File: config.mk
export PLATFORM = sky130hd
export DESIGN_NAME = data_mem_lsu
export DESIGN_NICKNAME = d
export VERILOG_FILES = /design/src/rtl/cpu_pkg.sv /design/src/rtl/lsu_align.sv /design/src/rtl/data_mem_lsu.sv
export SDC_FILE = /design/constraint.sdc
export NUM_CORES = 1
export LEC_CHECK = 0
export CORE_MARGIN = 1.5
export CORE_UTILIZATION = 50
export DETAILED_ROUTE_END_ITERATION = 10
export MAX_ROUTING_LAYER = met4
export PLACE_DENSITY = 0.94
export SLEW_MARGIN = 10
export SYNTH_ARGS = -nofsm -noshare
export SYNTH_HDL_FRONTEND = slang
export SYNTH_SLANG_ARGS = --single-unit
File: constraint.sdc
create_clock -name clk -period 3.97 [get_ports clk]
set_input_delay 0.794 -clock clk [delete_from_list [all_inputs] [get_ports clk]]
set_output_delay 0.794 -clock clk [all_outputs]
set_load 0.01 [all_outputs]
File: src/rtl/cpu_pkg.sv
// Shared core definitions: load/store funct3 encodings, LSU states and
// request legality helpers.
package cpu_pkg;

    localparam logic [2:0] F3_LB  = 3'b000;
    localparam logic [2:0] F3_LH  = 3'b001;
    localparam logic [2:0] F3_LW  = 3'b010;
    localparam logic [2:0] F3_LBU = 3'b100;
    localparam logic [2:0] F3_LHU = 3'b101;
    localparam logic [2:0] F3_SB  = 3'b000;
    localparam logic [2:0] F3_SH  = 3'b001;
    localparam logic [2:0] F3_SW  = 3'b010;

    typedef enum logic [2:0] {
        IDLE   = 3'd0,
        ACCESS = 3'd1,
        RDATA  = 3'd2,
        DONE   = 3'd3,
        ERR    = 3'd4
    } lsu_state_t;

    // Unsigned variants exist only for loads; anything else is not a load/store.
    function automatic logic f3_illegal(input logic we, input logic [2:0] f3);
        logic bad;
        case (f3)
            F3_LB, F3_LH, F3_LW: bad = 1'b0;
            F3_LBU, F3_LHU:      bad = we;
            default:             bad = 1'b1;
        endcase
        return bad;
    endfunction

    function automatic logic f3_misaligned(input logic [2:0] f3, input logic [1:0] lo);
        logic mis;
        case (f3[1:0])
            2'b01:   mis = lo[0];
            2'b10:   mis = (lo != 2'b00);
            default: mis = 1'b0;
        endcase
        return mis;
    endfunction

endpackage

File: src/rtl/lsu_align.sv
// Combinational byte-lane steering: store strobes/replicated write data and
// load-data extraction with sign/zero extension.
module lsu_align
    import cpu_pkg::*;
(
    input  logic [2:0]  funct3,
    input  logic [1:0]  addr_lo,
    input  logic [31:0] wdata,
    input  logic [31:0] rdata,
    output logic [3:0]  we_mask,
    output logic [31:0] wdata_lane,
    output logic [31:0] rdata_ext
);

    logic [31:0] rd_shift_s;

    // Store strobes and lane replication by access size
    always_comb begin
        we_mask    = 4'b0000;
        wdata_lane = 32'h0000_0000;
        case (funct3[1:0])
            2'b00: begin
                we_mask    = 4'b0001 << addr_lo;
                wdata_lane = {4{wdata[7:0]}};
            end
            2'b01: begin
                we_mask    = 4'b0011 << addr_lo;
                wdata_lane = {2{wdata[15:0]}};
            end
            2'b10: begin
                we_mask    = 4'b1111;
                wdata_lane = wdata;
            end
            default: begin
                we_mask    = 4'b0000;
                wdata_lane = 32'h0000_0000;
            end
        endcase
    end

    assign rd_shift_s = rdata >> {addr_lo, 3'b000};

    // Load extraction and extension
    always_comb begin
        rdata_ext = 32'h0000_0000;
        case (funct3)
            F3_LB:   rdata_ext = {{24{rd_shift_s[7]}}, rd_shift_s[7:0]};
            F3_LH:   rdata_ext = {{16{rd_shift_s[15]}}, rd_shift_s[15:0]};
            F3_LW:   rdata_ext = rdata;
            F3_LBU:  rdata_ext = {24'h00_0000, rd_shift_s[7:0]};
            F3_LHU:  rdata_ext = {16'h0000, rd_shift_s[15:0]};
            default: rdata_ext = 32'h0000_0000;
        endcase
    end

endmodule

File: src/rtl/data_mem_lsu.sv
// Load/store unit between the execute stage and the single-port synchronous
// data RAM; one outstanding request, registered response and RAM outputs.
module data_mem_lsu
    import cpu_pkg::*;
#(
    parameter int CPU_WIDTH = 32,
    parameter int RAM_WIDTH = 12
) (
    input  logic                 clk,
    input  logic                 s_reset,
    input  logic                 req_valid,
    output logic                 req_ready,
    input  logic                 req_we,
    input  logic [2:0]           req_funct3,
    input  logic [CPU_WIDTH-1:0] req_addr,
    input  logic [CPU_WIDTH-1:0] req_wdata,
    input  logic [4:0]           req_rd,
    output logic                 resp_valid,
    output logic [CPU_WIDTH-1:0] resp_rdata,
    output logic [4:0]           resp_rd,
    output logic                 resp_misalign,
    output logic                 resp_fault,
    output logic                 mem_en,
    output logic [3:0]           mem_we,
    output logic [RAM_WIDTH-3:0] mem_addr,
    output logic [31:0]          mem_wdata,
    input  logic [31:0]          mem_rdata,
    input  logic                 mem_wait
);

    lsu_state_t state_r, state_nxt_s;

    logic                 xfer_s, fault_s, mis_s;
    logic                 we_r, fault_r, mis_r;
    logic [2:0]           f3_r;
    logic [1:0]           lo_r;
    logic [4:0]           rd_r;
    logic [CPU_WIDTH-1:0] load_data_r;

    logic [2:0]  al_f3_s;
    logic [1:0]  al_lo_s;
    logic [3:0]  al_we_s;
    logic [31:0] al_wdata_s, al_rdata_s;

    logic                 mem_en_nxt_s, resp_valid_nxt_s, resp_fault_nxt_s, resp_mis_nxt_s;
    logic [3:0]           mem_we_nxt_s;
    logic [RAM_WIDTH-3:0] mem_addr_nxt_s;
    logic [31:0]          mem_wdata_nxt_s;
    logic [CPU_WIDTH-1:0] resp_rdata_nxt_s;
    logic [4:0]           resp_rd_nxt_s;

    assign req_ready = (state_r == IDLE);
    assign xfer_s    = req_valid && (state_r == IDLE);
    assign fault_s   = (|req_addr[CPU_WIDTH-1:RAM_WIDTH]) || f3_illegal(req_we, req_funct3);
    assign mis_s     = f3_misaligned(req_funct3, req_addr[1:0]);

    // The shifter sees the live request while idle, the latched one afterwards.
    assign al_f3_s = (state_r == IDLE) ? req_funct3 : f3_r;
    assign al_lo_s = (state_r == IDLE) ? req_addr[1:0] : lo_r;

    lsu_align u_align (
        .funct3     (al_f3_s),
        .addr_lo    (al_lo_s),
        .wdata      (req_wdata[31:0]),
        .rdata      (mem_rdata),
        .we_mask    (al_we_s),
        .wdata_lane (al_wdata_s),
        .rdata_ext  (al_rdata_s)
    );

    // State register
    always_ff @(posedge clk) begin
        if (s_reset) begin
            state_r <= IDLE;
        end else begin
            state_r <= state_nxt_s;
        end
    end

    // Next-state logic
    always_comb begin
        state_nxt_s = state_r;
        case (state_r)
            IDLE: begin
                if (req_valid) begin
                    state_nxt_s = (fault_s || mis_s) ? ERR : ACCESS;
                end else begin
                    state_nxt_s = IDLE;
                end
            end
            ACCESS: begin
                if (mem_wait) begin
                    state_nxt_s = ACCESS;
                end else begin
                    state_nxt_s = we_r ? DONE : RDATA;
                end
            end
            RDATA:   state_nxt_s = DONE;
            DONE:    state_nxt_s = IDLE;
            ERR:     state_nxt_s = IDLE;
            default: state_nxt_s = IDLE;
        endcase
    end

    // Output next values; RAM outputs are loaded on entry to ACCESS and frozen there
    always_comb begin
        mem_en_nxt_s = (state_nxt_s == ACCESS);
        if ((state_r == IDLE) && (state_nxt_s == ACCESS)) begin
            mem_we_nxt_s    = req_we ? al_we_s : 4'b0000;
            mem_addr_nxt_s  = req_addr[RAM_WIDTH-1:2];
            mem_wdata_nxt_s = req_we ? al_wdata_s : 32'h0000_0000;
        end else if (state_nxt_s == ACCESS) begin
            mem_we_nxt_s    = mem_we;
            mem_addr_nxt_s  = mem_addr;
            mem_wdata_nxt_s = mem_wdata;
        end else begin
            mem_we_nxt_s    = 4'b0000;
            mem_addr_nxt_s  = {(RAM_WIDTH-2){1'b0}};
            mem_wdata_nxt_s = 32'h0000_0000;
        end
        resp_valid_nxt_s = (state_r == DONE) || (state_r == ERR);
        resp_rdata_nxt_s = (state_r == DONE) ? load_data_r : {CPU_WIDTH{1'b0}};
        resp_rd_nxt_s    = resp_valid_nxt_s ? rd_r : 5'd0;
        resp_fault_nxt_s = (state_r == ERR) && fault_r;
        resp_mis_nxt_s   = (state_r == ERR) && mis_r;
    end

    // Registered response and RAM outputs
    always_ff @(posedge clk) begin
        if (s_reset) begin
            mem_en        <= 1'b0;
            mem_we        <= 4'b0000;
            mem_addr      <= {(RAM_WIDTH-2){1'b0}};
            mem_wdata     <= 32'h0000_0000;
            resp_valid    <= 1'b0;
            resp_rdata    <= {CPU_WIDTH{1'b0}};
            resp_rd       <= 5'd0;
            resp_fault    <= 1'b0;
            resp_misalign <= 1'b0;
        end else begin
            mem_en        <= mem_en_nxt_s;
            mem_we        <= mem_we_nxt_s;
            mem_addr      <= mem_addr_nxt_s;
            mem_wdata     <= mem_wdata_nxt_s;
            resp_valid    <= resp_valid_nxt_s;
            resp_rdata    <= resp_rdata_nxt_s;
            resp_rd       <= resp_rd_nxt_s;
            resp_fault    <= resp_fault_nxt_s;
            resp_misalign <= resp_mis_nxt_s;
        end
    end

    // Request latch and load-data capture
    always_ff @(posedge clk) begin
        if (s_reset) begin
            we_r        <= 1'b0;
            f3_r        <= 3'b000;
            lo_r        <= 2'b00;
            rd_r        <= 5'd0;
            fault_r     <= 1'b0;
            mis_r       <= 1'b0;
            load_data_r <= {CPU_WIDTH{1'b0}};
        end else if (xfer_s) begin
            we_r        <= req_we;
            f3_r        <= req_funct3;
            lo_r        <= req_addr[1:0];
            rd_r        <= req_rd;
            fault_r     <= fault_s;
            mis_r       <= mis_s && !fault_s;
            load_data_r <= {CPU_WIDTH{1'b0}};
        end else if (state_r == RDATA) begin
            load_data_r <= al_rdata_s;
        end else begin
            load_data_r <= load_data_r;
        end
    end

endmodule

==> results of run 1 <==
layout make-up:
type	count	area [um^2]
Clock buffer	18	439
Clock inverter	13	180
Fill cell	825	2870
Inverter	5	23.8
Multi-Input combinational cell	483	3040
Sequential cell	135	2700
Tap cell	143	179
Timing Repair Buffer	213	2080
report_power, final:
part | internal, mW | total [mW] | switching [mW]
Clock | 1.06 | 1.65 | 0.592
Sequential | 1.36 | 1.38 | 0.0111
Combinational | 0.189 | 0.399 | 0.210
per-stage QoR:
stage	setup WS, ns	instances	hold slack, ns
6_report	0.341	1010	0.450
5_1_grt	0.166	1010	0.464
4_1_cts	0.487	1010	0.449
3_5_place_dp	0.200	979	0.439
3_3_place_gp	0.456	979	0.434
2_1_floorplan	1.51	675	0.427
worst max path at each step:
stage / start / endpoint / cells past startpoint
global route: req_funct3[0] / mem_en / 8
detailed placement: req_funct3[0] / mem_en / 8
finish: req_funct3[0] / mem_en / 8
CTS: req_funct3[0] / mem_en / 8
global placement: req_funct3[0] / mem_addr[4] / 8
floorplan: req_funct3[0] / mem_wdata[25] / 9
kinds of logic after synthesis:
kind of cell	count (synthesis)
multiplexers	19
AND/OR/NAND/NOR	252
adder cells (fa/ha/maj)	3
buffers and inverters	57
flip-flops	135
XOR/XNOR	1
AO/OA/AOI/OAI	208
critical path, stage by stage:
cell and delay [ns]:
sky130_fd_sc_hd__clkdlybuf4s50_1 0.68, sky130_fd_sc_hd__inv_1 0.14, sky130_fd_sc_hd__ha_1 0.25, sky130_fd_sc_hd__o21ai_0 0.17, sky130_fd_sc_hd__a21boi_0 0.27, sky130_fd_sc_hd__nor4_2 1.10, sky130_fd_sc_hd__nor2_1 0.20, sky130_fd_sc_hd__nor3_1 0.32
cell usage after synthesis (7+ instances only):
library cell               count
sky130_fd_sc_hd__a21oi_1      68
sky130_fd_sc_hd__a221oi_1      7
sky130_fd_sc_hd__a221oi_2      9
sky130_fd_sc_hd__a22oi_1      46
sky130_fd_sc_hd__a32o_1        8
sky130_fd_sc_hd__and2_1       47
sky130_fd_sc_hd__buf_2        11
sky130_fd_sc_hd__clkbuf_1     32
sky130_fd_sc_hd__dfxtp_1     135
sky130_fd_sc_hd__mux2i_1       8
sky130_fd_sc_hd__nand2_1      89
sky130_fd_sc_hd__nand2b_1     12
sky130_fd_sc_hd__nand3_1      10
sky130_fd_sc_hd__nor2_1       54
sky130_fd_sc_hd__nor3_1       13
sky130_fd_sc_hd__nor3_2        9
sky130_fd_sc_hd__o21ai_0      23
sky130_fd_sc_hd__o21ai_1      11
sky130_fd_sc_hd__o22ai_1       8
per-layer routing:
metal / up-vias / part of all wire (%)
met5: - / 0
met4: 0 / 3.7
met3: 70 / 10
met2: 408 / 48
met1: 2906 / 38
li1: 2781 / -
flip-flops by register name, summed over array words and instances, names as in the netlist:
register and count:
rd_r 5, mem_we 4, we_r 1, resp_rd 5, mem_addr 10, mem_en 1, f3_r 3, mis_r 1
resp_misalign 1, lo_r 2, resp_valid 1, state_r 3, resp_rdata 32, fault_r 1, load_data_r 32, mem_wdata 32
resp_fault 1
==> impl_results.html, run 1 <==
<table>
<tr><th>Metric</th><th>Value</th></tr>
<tr><th colspan="2">Routing</th></tr>
<tr><td>Routed length per instance</td><td>19.1 um</td></tr>
<tr><td>Ratio of routed vias to standard cells</td><td>6.10</td></tr>
<tr><td>First-iteration detailed-routing DRC count</td><td>612</td></tr>
<tr><td>Detailed Routing Iterations Pass 1</td><td>10</td></tr>
<tr><td>Number of antenna-violating nets in the routed design</td><td>0</td></tr>
<tr><td>Vias after detailed routing</td><td>6,165</td></tr>
<tr><td>Final wirelength</td><td>19,300 um</td></tr>
<tr><td>Remaining routing DRC violations</td><td>13</td></tr>
<tr><th colspan="2">Pwr</th></tr>
<tr><td>Power density of the placed cells</td><td>396 nW/um^2</td></tr>
<tr><td>Static leakage</td><td>3.11 nW</td></tr>
<tr><td>Total power</td><td>3.42 mW</td></tr>
<tr><td>Worst IR Drop VDD</td><td>0.232 mV</td></tr>
<tr><th colspan="2">Timing</th></tr>
<tr><td>Achievable frequency</td><td>0.276 GHz</td></tr>
<tr><td>Worst-Margin Slew</td><td>1.20 ns</td></tr>
<tr><td>Total setup violations reported at the end of the flow</td><td>0</td></tr>
<tr><td>Relative max-transition margin</td><td>19.0%</td></tr>
<tr><td>Minimum clock period after layout</td><td>3.63 ns</td></tr>
<tr><td>Clock tree skew after final layout</td><td>0.00909 ns</td></tr>
<tr><td>Number of pins exceeding their max-slew limit in the final report</td><td>0</td></tr>
<tr><td>Post-Route Setup TNS</td><td>0 ns</td></tr>
<tr><td>Hold violation total from the final report</td><td>0</td></tr>
<tr><td>Final worst path period share</td><td>91.4%</td></tr>
<tr><td>Setup repair after global routing missed its margin</td><td>false</td></tr>
<tr><th colspan="2">Yosys</th></tr>
<tr><td>Mean instance size in the synthesized netlist</td><td>8.85 um^2</td></tr>
<tr><td>Fraction of synthesized cell area taken by the top area cell type</td><td>45.3%</td></tr>
<tr><td>Post-synthesis cell type with the largest combined area</td><td>sky130_fd_sc_hd__dfxtp_1</td></tr>
<tr><td>Number of enable-type register cells in the synthesized netlist</td><td>0</td></tr>
<tr><td>Area share of fa/ha/maj cells after synthesis</td><td>0.629%</td></tr>
<tr><td>Sequential fraction of the synthesis area</td><td>45.3%</td></tr>
<tr><td>Mux share of post-synthesis cell area</td><td>4.40%</td></tr>
<tr><td>Synthesized instance count</td><td>675</td></tr>
<tr><td>Compound-gate portion of the synthesized area</td><td>24.0%</td></tr>
<tr><td>Nets in the synthesized netlist</td><td>787</td></tr>
<tr><td>Main combinational cell family by area after synthesis</td><td>compound AO/OA/AOI/OAI gates</td></tr>
<tr><td>Number of warnings reported in the yosys synthesis log</td><td>0</td></tr>
<tr><td>Area fraction in and, or, nand and nor cells after synthesis</td><td>21.2%</td></tr>
<tr><td>Dominant synthesized flop cell</td><td>sky130_fd_sc_hd__dfxtp_1</td></tr>
<tr><td>Number of distinct library cells after synthesis</td><td>53</td></tr>
<tr><td>Async set or reset register ratio after synthesis</td><td>0%</td></tr>
<tr><td>Parity-gate share of the synthesized area counting xor and xnor cells</td><td>0.147%</td></tr>
<tr><td>Cells taking the most area after synthesis</td><td>sky130_fd_sc_hd__dfxtp_1 (45%), sky130_fd_sc_hd__a22oi_1 (5.8%), sky130_fd_sc_hd__a21oi_1 (5.7%)</td></tr>
<tr><td>Netlist Area Pre-Place</td><td>5970 um^2</td></tr>
<tr><td>Total of flip-flops plus latches after synthesis</td><td>135</td></tr>
<tr><th colspan="2">Floorplanning</th></tr>
<tr><td>Width of the die</td><td>112 um</td></tr>
<tr><td>Area of the core region</td><td>11,500 um^2</td></tr>
<tr><td>Vert. Die Dim</td><td>112 um</td></tr>
<tr><td>Cell row count</td><td>39</td></tr>
<tr><td>I/O Pins</td><td>197</td></tr>
<tr><td>Starting utilization of the core area</td><td>51.9%</td></tr>
<tr><td>Die Outline Area</td><td>12,600 um^2</td></tr>
<tr><th colspan="2">GRT</th></tr>
<tr><td>Overflow left after global routing</td><td>0</td></tr>
<tr><td>Largest net degree at the start of global routing</td><td>61</td></tr>
<tr><td>Busiest grt layer</td><td>met2</td></tr>
<tr><td>Antenna violations before repair</td><td>0</td></tr>
<tr><td>Tot GR Track Use</td><td>31.1%</td></tr>
<tr><td>Global Route met2 Usage</td><td>51.1%</td></tr>
<tr><td>Global Route met1 Usage</td><td>34.7%</td></tr>
<tr><td>M3 GR Usage</td><td>8.80%</td></tr>
<tr><td>First-pass GRT wire length</td><td>29,900 um</td></tr>
<tr><td>Number of global-route vias before repair</td><td>5,969</td></tr>
<tr><th colspan="2">Placed design</th></tr>
<tr><td>Global placer's final weighted congestion</td><td>0.922</td></tr>
<tr><td>Placed Area</td><td>8030 um^2</td></tr>
<tr><td>Number of buffers added on ports</td><td>196</td></tr>
<tr><td>HPWL Detailed</td><td>12,700 um</td></tr>
<tr><th colspan="2">Cells and area</th></tr>
<tr><td># diodes</td><td>0</td></tr>
<tr><td>Layout area overhead</td><td>44.8%</td></tr>
<tr><td>Post-layout utilization of the core</td><td>75.1%</td></tr>
<tr><td>Final net count</td><td>967</td></tr>
<tr><td>Top library cells by usage in the layout, fill and taps aside</td><td>sky130_fd_sc_hd__clkdlybuf4s50_1 (195), sky130_fd_sc_hd__dfxtp_1 (135), sky130_fd_sc_hd__nand2_1 (89)</td></tr>
<tr><td>Share of final-layout standard cells stronger than drive strength 1</td><td>10.6%</td></tr>
<tr><td>Most frequent standard cell in the layout excluding fill and tap cells</td><td>sky130_fd_sc_hd__clkdlybuf4s50_1</td></tr>
<tr><td>Design Area, Final</td><td>8650 um^2</td></tr>
<tr><th colspan="2">Hold path</th></tr>
<tr><td>Startpoint of the worst hold path</td><td>load_data_r[15]</td></tr>
<tr><td>WHS Path Cells</td><td>1</td></tr>
<tr><td>Terminating pin of the worst hold path</td><td>resp_rdata[15]</td></tr>
<tr><td>Class of the worst hold path</td><td>flop to flop</td></tr>
<tr><th colspan="2">Clock network</th></tr>
<tr><td>Count of cells resized by post-cts repair</td><td>0</td></tr>
<tr><td>Total number of H-tree levels</td><td>4</td></tr>
<tr><td>CTS max path bufs</td><td>2</td></tr>
<tr><td>Clock transition at the registers of the reported paths</td><td>0.06 ns</td></tr>
<tr><td>Number of hold buffers added after CTS</td><td>0</td></tr>
<tr><td>Clock Latency Late Sink</td><td>0.42 ns</td></tr>
<tr><td>Inserted Clock Buffers</td><td>17</td></tr>
<tr><td>Setup Fix Bufs, Post-CTS</td><td>0</td></tr>
<tr><td>Number of sinks driven by the clock tree</td><td>135</td></tr>
<tr><td>TritonCTS clock tree</td><td>done</td></tr>
<tr><td>Clk Tree Root Cell</td><td>sky130_fd_sc_hd__clkbuf_16</td></tr>
<tr><th colspan="2">Worst setup path</th></tr>
<tr><td>Critical path startpoint category</td><td>primary input</td></tr>
<tr><td>Category of the critical setup timing path</td><td>primary input to flop</td></tr>
<tr><td>Worst Reg2Reg Path Length in Cells</td><td>9</td></tr>
<tr><td>Worst Path Required</td><td>4.27 ns</td></tr>
<tr><td>Critical path peak fanout</td><td>11</td></tr>
<tr><td>Arrival time at the worst endpoint</td><td>3.93 ns</td></tr>
<tr><td>Setup slack on the worst flop-to-flop path</td><td>1.03 ns</td></tr>
<tr><td>Kind of capture point of the worst setup path</td><td>flop</td></tr>
<tr><td>FF-to-FF Start</td><td>state_r[2]</td></tr>
<tr><td>Critical R2R Capture</td><td>load_data_r[27]</td></tr>
<tr><th colspan="2">Outcome</th></tr>
<tr><td>Violated checks</td><td>design-rule violations</td></tr>
<tr><td>Result of the run</td><td>finished with violations</td></tr>
<tr><th colspan="2">Job</th></tr>
<tr><td>Max_cap viols</td><td>0</td></tr>
</table>
Note: power is estimated with default switching activity, not from simulation.
==> inputs of run 2 (changes only) <==
Settings changed: CORE_UTILIZATION 50 to 55, DONT_BUFFER_PORTS from default to 1, PLACE_DENSITY 0.94 to 0.78.
==> impl_results.html, run 2 (synthesis gave the netlist of run 1 again) <==
<table>
<tr><th>Metric</th><th>Value</th></tr>
<tr><th colspan="2">GRT</th></tr>
<tr><td>Number of global-route vias before repair</td><td>5,257</td></tr>
<tr><td>Largest net degree at the start of global routing</td><td>68</td></tr>
<tr><td>First-pass GRT wire length</td><td>27,000 um</td></tr>
<tr><td>Tot GR Track Use</td><td>31.5%</td></tr>
<tr><td>Overflow left after global routing</td><td>0</td></tr>
<tr><td>Antenna violations before repair</td><td>0</td></tr>
<tr><th colspan="2">Cells and area</th></tr>
<tr><td>Most frequent standard cell in the layout excluding fill and tap cells</td><td>sky130_fd_sc_hd__dfxtp_1</td></tr>
<tr><td>Share of final-layout standard cells stronger than drive strength 1</td><td>13.0%</td></tr>
<tr><td>Final net count</td><td>766</td></tr>
<tr><td>Biggest registers after layout</td><td>load_data_r x32, mem_wdata x32, resp_rdata x32</td></tr>
<tr><td>Multi-input logic area</td><td>3040 um^2</td></tr>
<tr><td>Top library cells by usage in the layout, fill and taps aside</td><td>sky130_fd_sc_hd__dfxtp_1 (135), sky130_fd_sc_hd__nand2_1 (88), sky130_fd_sc_hd__a21oi_1 (67)</td></tr>
<tr><td>Post-layout utilization of the core</td><td>63.3%</td></tr>
<tr><td>Layout area overhead</td><td>10.4%</td></tr>
<tr><td># diodes</td><td>0</td></tr>
<tr><td>Register cell area after layout</td><td>2700 um^2</td></tr>
<tr><td># fillers</td><td>858</td></tr>
<tr><th colspan="2">Routing</th></tr>
<tr><td>Final wirelength</td><td>17,300 um</td></tr>
<tr><td>Vias after detailed routing</td><td>5,212</td></tr>
<tr><td>Met3 Wirelength</td><td>1880 um</td></tr>
<tr><td>Detailed Routing Iterations Pass 1</td><td>5</td></tr>
<tr><td>Number of antenna-violating nets in the routed design</td><td>0</td></tr>
<tr><td>First-iteration detailed-routing DRC count</td><td>447</td></tr>
<tr><td>Length of routed wiring on met1</td><td>6500 um</td></tr>
<tr><td>Routed length per instance</td><td>21.5 um</td></tr>
<tr><td>Met2 Wirelength</td><td>8420 um</td></tr>
<tr><td>Highest routed layer</td><td>met4</td></tr>
<tr><td>Ratio of routed vias to standard cells</td><td>6.49</td></tr>
<tr><td>Remaining routing DRC violations</td><td>0</td></tr>
<tr><th colspan="2">Clock network</th></tr>
<tr><td>Clock Latency Late Sink</td><td>0.53 ns</td></tr>
<tr><td>Setup Fix Bufs, Post-CTS</td><td>0</td></tr>
<tr><td>CTS max path bufs</td><td>2</td></tr>
<tr><td>Number of sinks driven by the clock tree</td><td>135</td></tr>
<tr><td>Clk Tree Root Cell</td><td>sky130_fd_sc_hd__clkbuf_8</td></tr>
<tr><td>TritonCTS clock tree</td><td>done</td></tr>
<tr><td>Clock transition at the registers of the reported paths</td><td>0.06 ns</td></tr>
<tr><td>Inserted Clock Buffers</td><td>17</td></tr>
<tr><td>Total number of H-tree levels</td><td>4</td></tr>
<tr><td>Number of hold buffers added after CTS</td><td>0</td></tr>
<tr><td>Count of cells resized by post-cts repair</td><td>0</td></tr>
<tr><th colspan="2">Outcome</th></tr>
<tr><td>Result of the run</td><td>complete, no violations</td></tr>
<tr><th colspan="2">Worst setup path</th></tr>
<tr><td>Critical path peak fanout</td><td>19</td></tr>
<tr><td>Critical Path Source</td><td>state_r[2]</td></tr>
<tr><td>Category of the critical setup timing path</td><td>flop to flop</td></tr>
<tr><td>Delay of the slowest cell on the worst path</td><td>0.61 ns</td></tr>
<tr><td>Cell at the slowest stage of the critical path</td><td>sky130_fd_sc_hd__mux2i_2</td></tr>
<tr><td>Kind of capture point of the worst setup path</td><td>flop</td></tr>
<tr><td>Cell chain of the critical path</td><td>or3_4 &gt; inv_6 &gt; mux2i_2 &gt; o21ai_1 &gt; a211oi_4 &gt; buf_4 &gt; a221oi_1 &gt; nor3_1</td></tr>
<tr><td>Arrival time at the worst endpoint</td><td>3.45 ns</td></tr>
<tr><td>Critical path startpoint category</td><td>flop</td></tr>
<tr><td>Worst Path Required</td><td>4.41 ns</td></tr>
<tr><td>FF-to-FF Start</td><td>state_r[2]</td></tr>
<tr><th colspan="2">Pwr</th></tr>
<tr><td>Static leakage</td><td>2.34 nW</td></tr>
<tr><td>Power density of the placed cells</td><td>471 nW/um^2</td></tr>
<tr><td>Part of the total power dissipated in the clock network</td><td>48.0%</td></tr>
<tr><td>Portion of total power attributed to combinational logic</td><td>7.7%</td></tr>
<tr><td>Sequential cell fraction of total power</td><td>44.3%</td></tr>
<tr><td>Worst IR Drop VDD</td><td>0.252 mV</td></tr>
<tr><td>Cell-internal power</td><td>2.36 mW</td></tr>
<tr><td>Switching part of the total power</td><td>24.0%</td></tr>
<tr><td>Power dissipated by switching net loads</td><td>0.744 mW</td></tr>
<tr><th colspan="2">Floorplanning</th></tr>
<tr><td>Die Outline Area</td><td>11,500 um^2</td></tr>
<tr><td>I/O Pins</td><td>197</td></tr>
<tr><td>Vert. Die Dim</td><td>107 um</td></tr>
<tr><td>Cell row count</td><td>37</td></tr>
<tr><td>Width of the die</td><td>107 um</td></tr>
<tr><td>Area of the core region</td><td>10,400 um^2</td></tr>
<tr><td>Starting utilization of the core area</td><td>57.3%</td></tr>
<tr><th colspan="2">Timing</th></tr>
<tr><td>Final worst path period share</td><td>75.9%</td></tr>
<tr><td>Setup repair after global routing missed its margin</td><td>false</td></tr>
<tr><td>Post-Route Setup TNS</td><td>0 ns</td></tr>
<tr><td>Minimum clock period after layout</td><td>3.01 ns</td></tr>
<tr><td>Hold violation total from the final report</td><td>0</td></tr>
<tr><td>Total setup violations reported at the end of the flow</td><td>0</td></tr>
<tr><td>Worst path setup slack after routing</td><td>0.956 ns</td></tr>
<tr><td>Clock tree skew after final layout</td><td>0.00760 ns</td></tr>
<tr><td>Relative max-transition margin</td><td>30.8%</td></tr>
<tr><td>Worst-Margin Slew</td><td>1.04 ns</td></tr>
<tr><td>Number of pins exceeding their max-slew limit in the final report</td><td>0</td></tr>
<tr><td>Achievable frequency</td><td>0.332 GHz</td></tr>
<tr><th colspan="2">Placed design</th></tr>
<tr><td>Global placer's final weighted congestion</td><td>0.898</td></tr>
<tr><td>Number of buffers added on ports</td><td>0</td></tr>
<tr><td>Worst slack after detailed placement</td><td>1.03 ns</td></tr>
<tr><td>HPWL Detailed</td><td>11,800 um</td></tr>
<tr><th colspan="2">Hold path</th></tr>
<tr><td>Startpoint of the worst hold path</td><td>s_reset</td></tr>
<tr><td>Class of the worst hold path</td><td>primary input to flop</td></tr>
<tr><th colspan="2">Job</th></tr>
<tr><td>Max_cap viols</td><td>0</td></tr>
</table>
run 2: layer usage:
layer | up-vias | track usage (%)
met3 | 52 | 10.8
met4 | 0 | 14.3
met5 | - | -
met2 | 314 | 50.9
li1 | 2367 | -
met1 | 2479 | 35.1
run 2: power by group through the flow:
| stage | combinational, mW | clock, mW | sequential, mW |
|---|---|---|---|
| final | 0.238 | 1.49 | 1.37 |
| after global routing | 0.259 | 1.58 | 1.38 |
| after CTS | 0.234 | 1.51 | 1.37 |
| after detailed placement | 0.232 | 0 | 1.40 |
| after global placement | 0.226 | 0 | 1.40 |
| after floorplan | 0.203 | 0 | 1.40 |
run 2: metrics by stage:
step	instances	total power, mW	hold slack, ns	instance area [um^2]
after floorplan	675	1.60	0.427	5970
after global placement	771	1.63	0.434	6030
after detailed placement	771	1.64	0.440	6030
after CTS	803	3.11	0.316	6600
after global routing	803	3.21	0.319	6600
final	803	3.10	0.341	6600
run 2: final timing paths:
| kind | slack (ns) | depth (start not counted) | endpoint |
|---|---|---|---|
| worst max register to register | 0.96 | 8 | load_data_r[19] |
| worst min-delay path | 0.34 | 1 | rd_r[0] |
| worst max-delay path | 0.96 | 8 | load_data_r[19] |
| worst min register to register | 0.45 | 2 | rd_r[2] |
run 2: layout make-up:
cell class	count	area share, %
sequential	135	41.0
clock inverter	12	1.95
clock buffer	20	6.60
timing repair buffer	12	1.37
inverter	5	0.360
multi-input combinational	483	46.2
tap	136	2.58
run 2: worst max-delay path: cells and delay by family (launching register included):
kind / cells / cell delay (ns)
buf+inv: 2 / 0.54
mux: 1 / 0.61
compound gates: 3 / 0.62
flops: 1 / 0.40
simple gates: 2 / 0.76
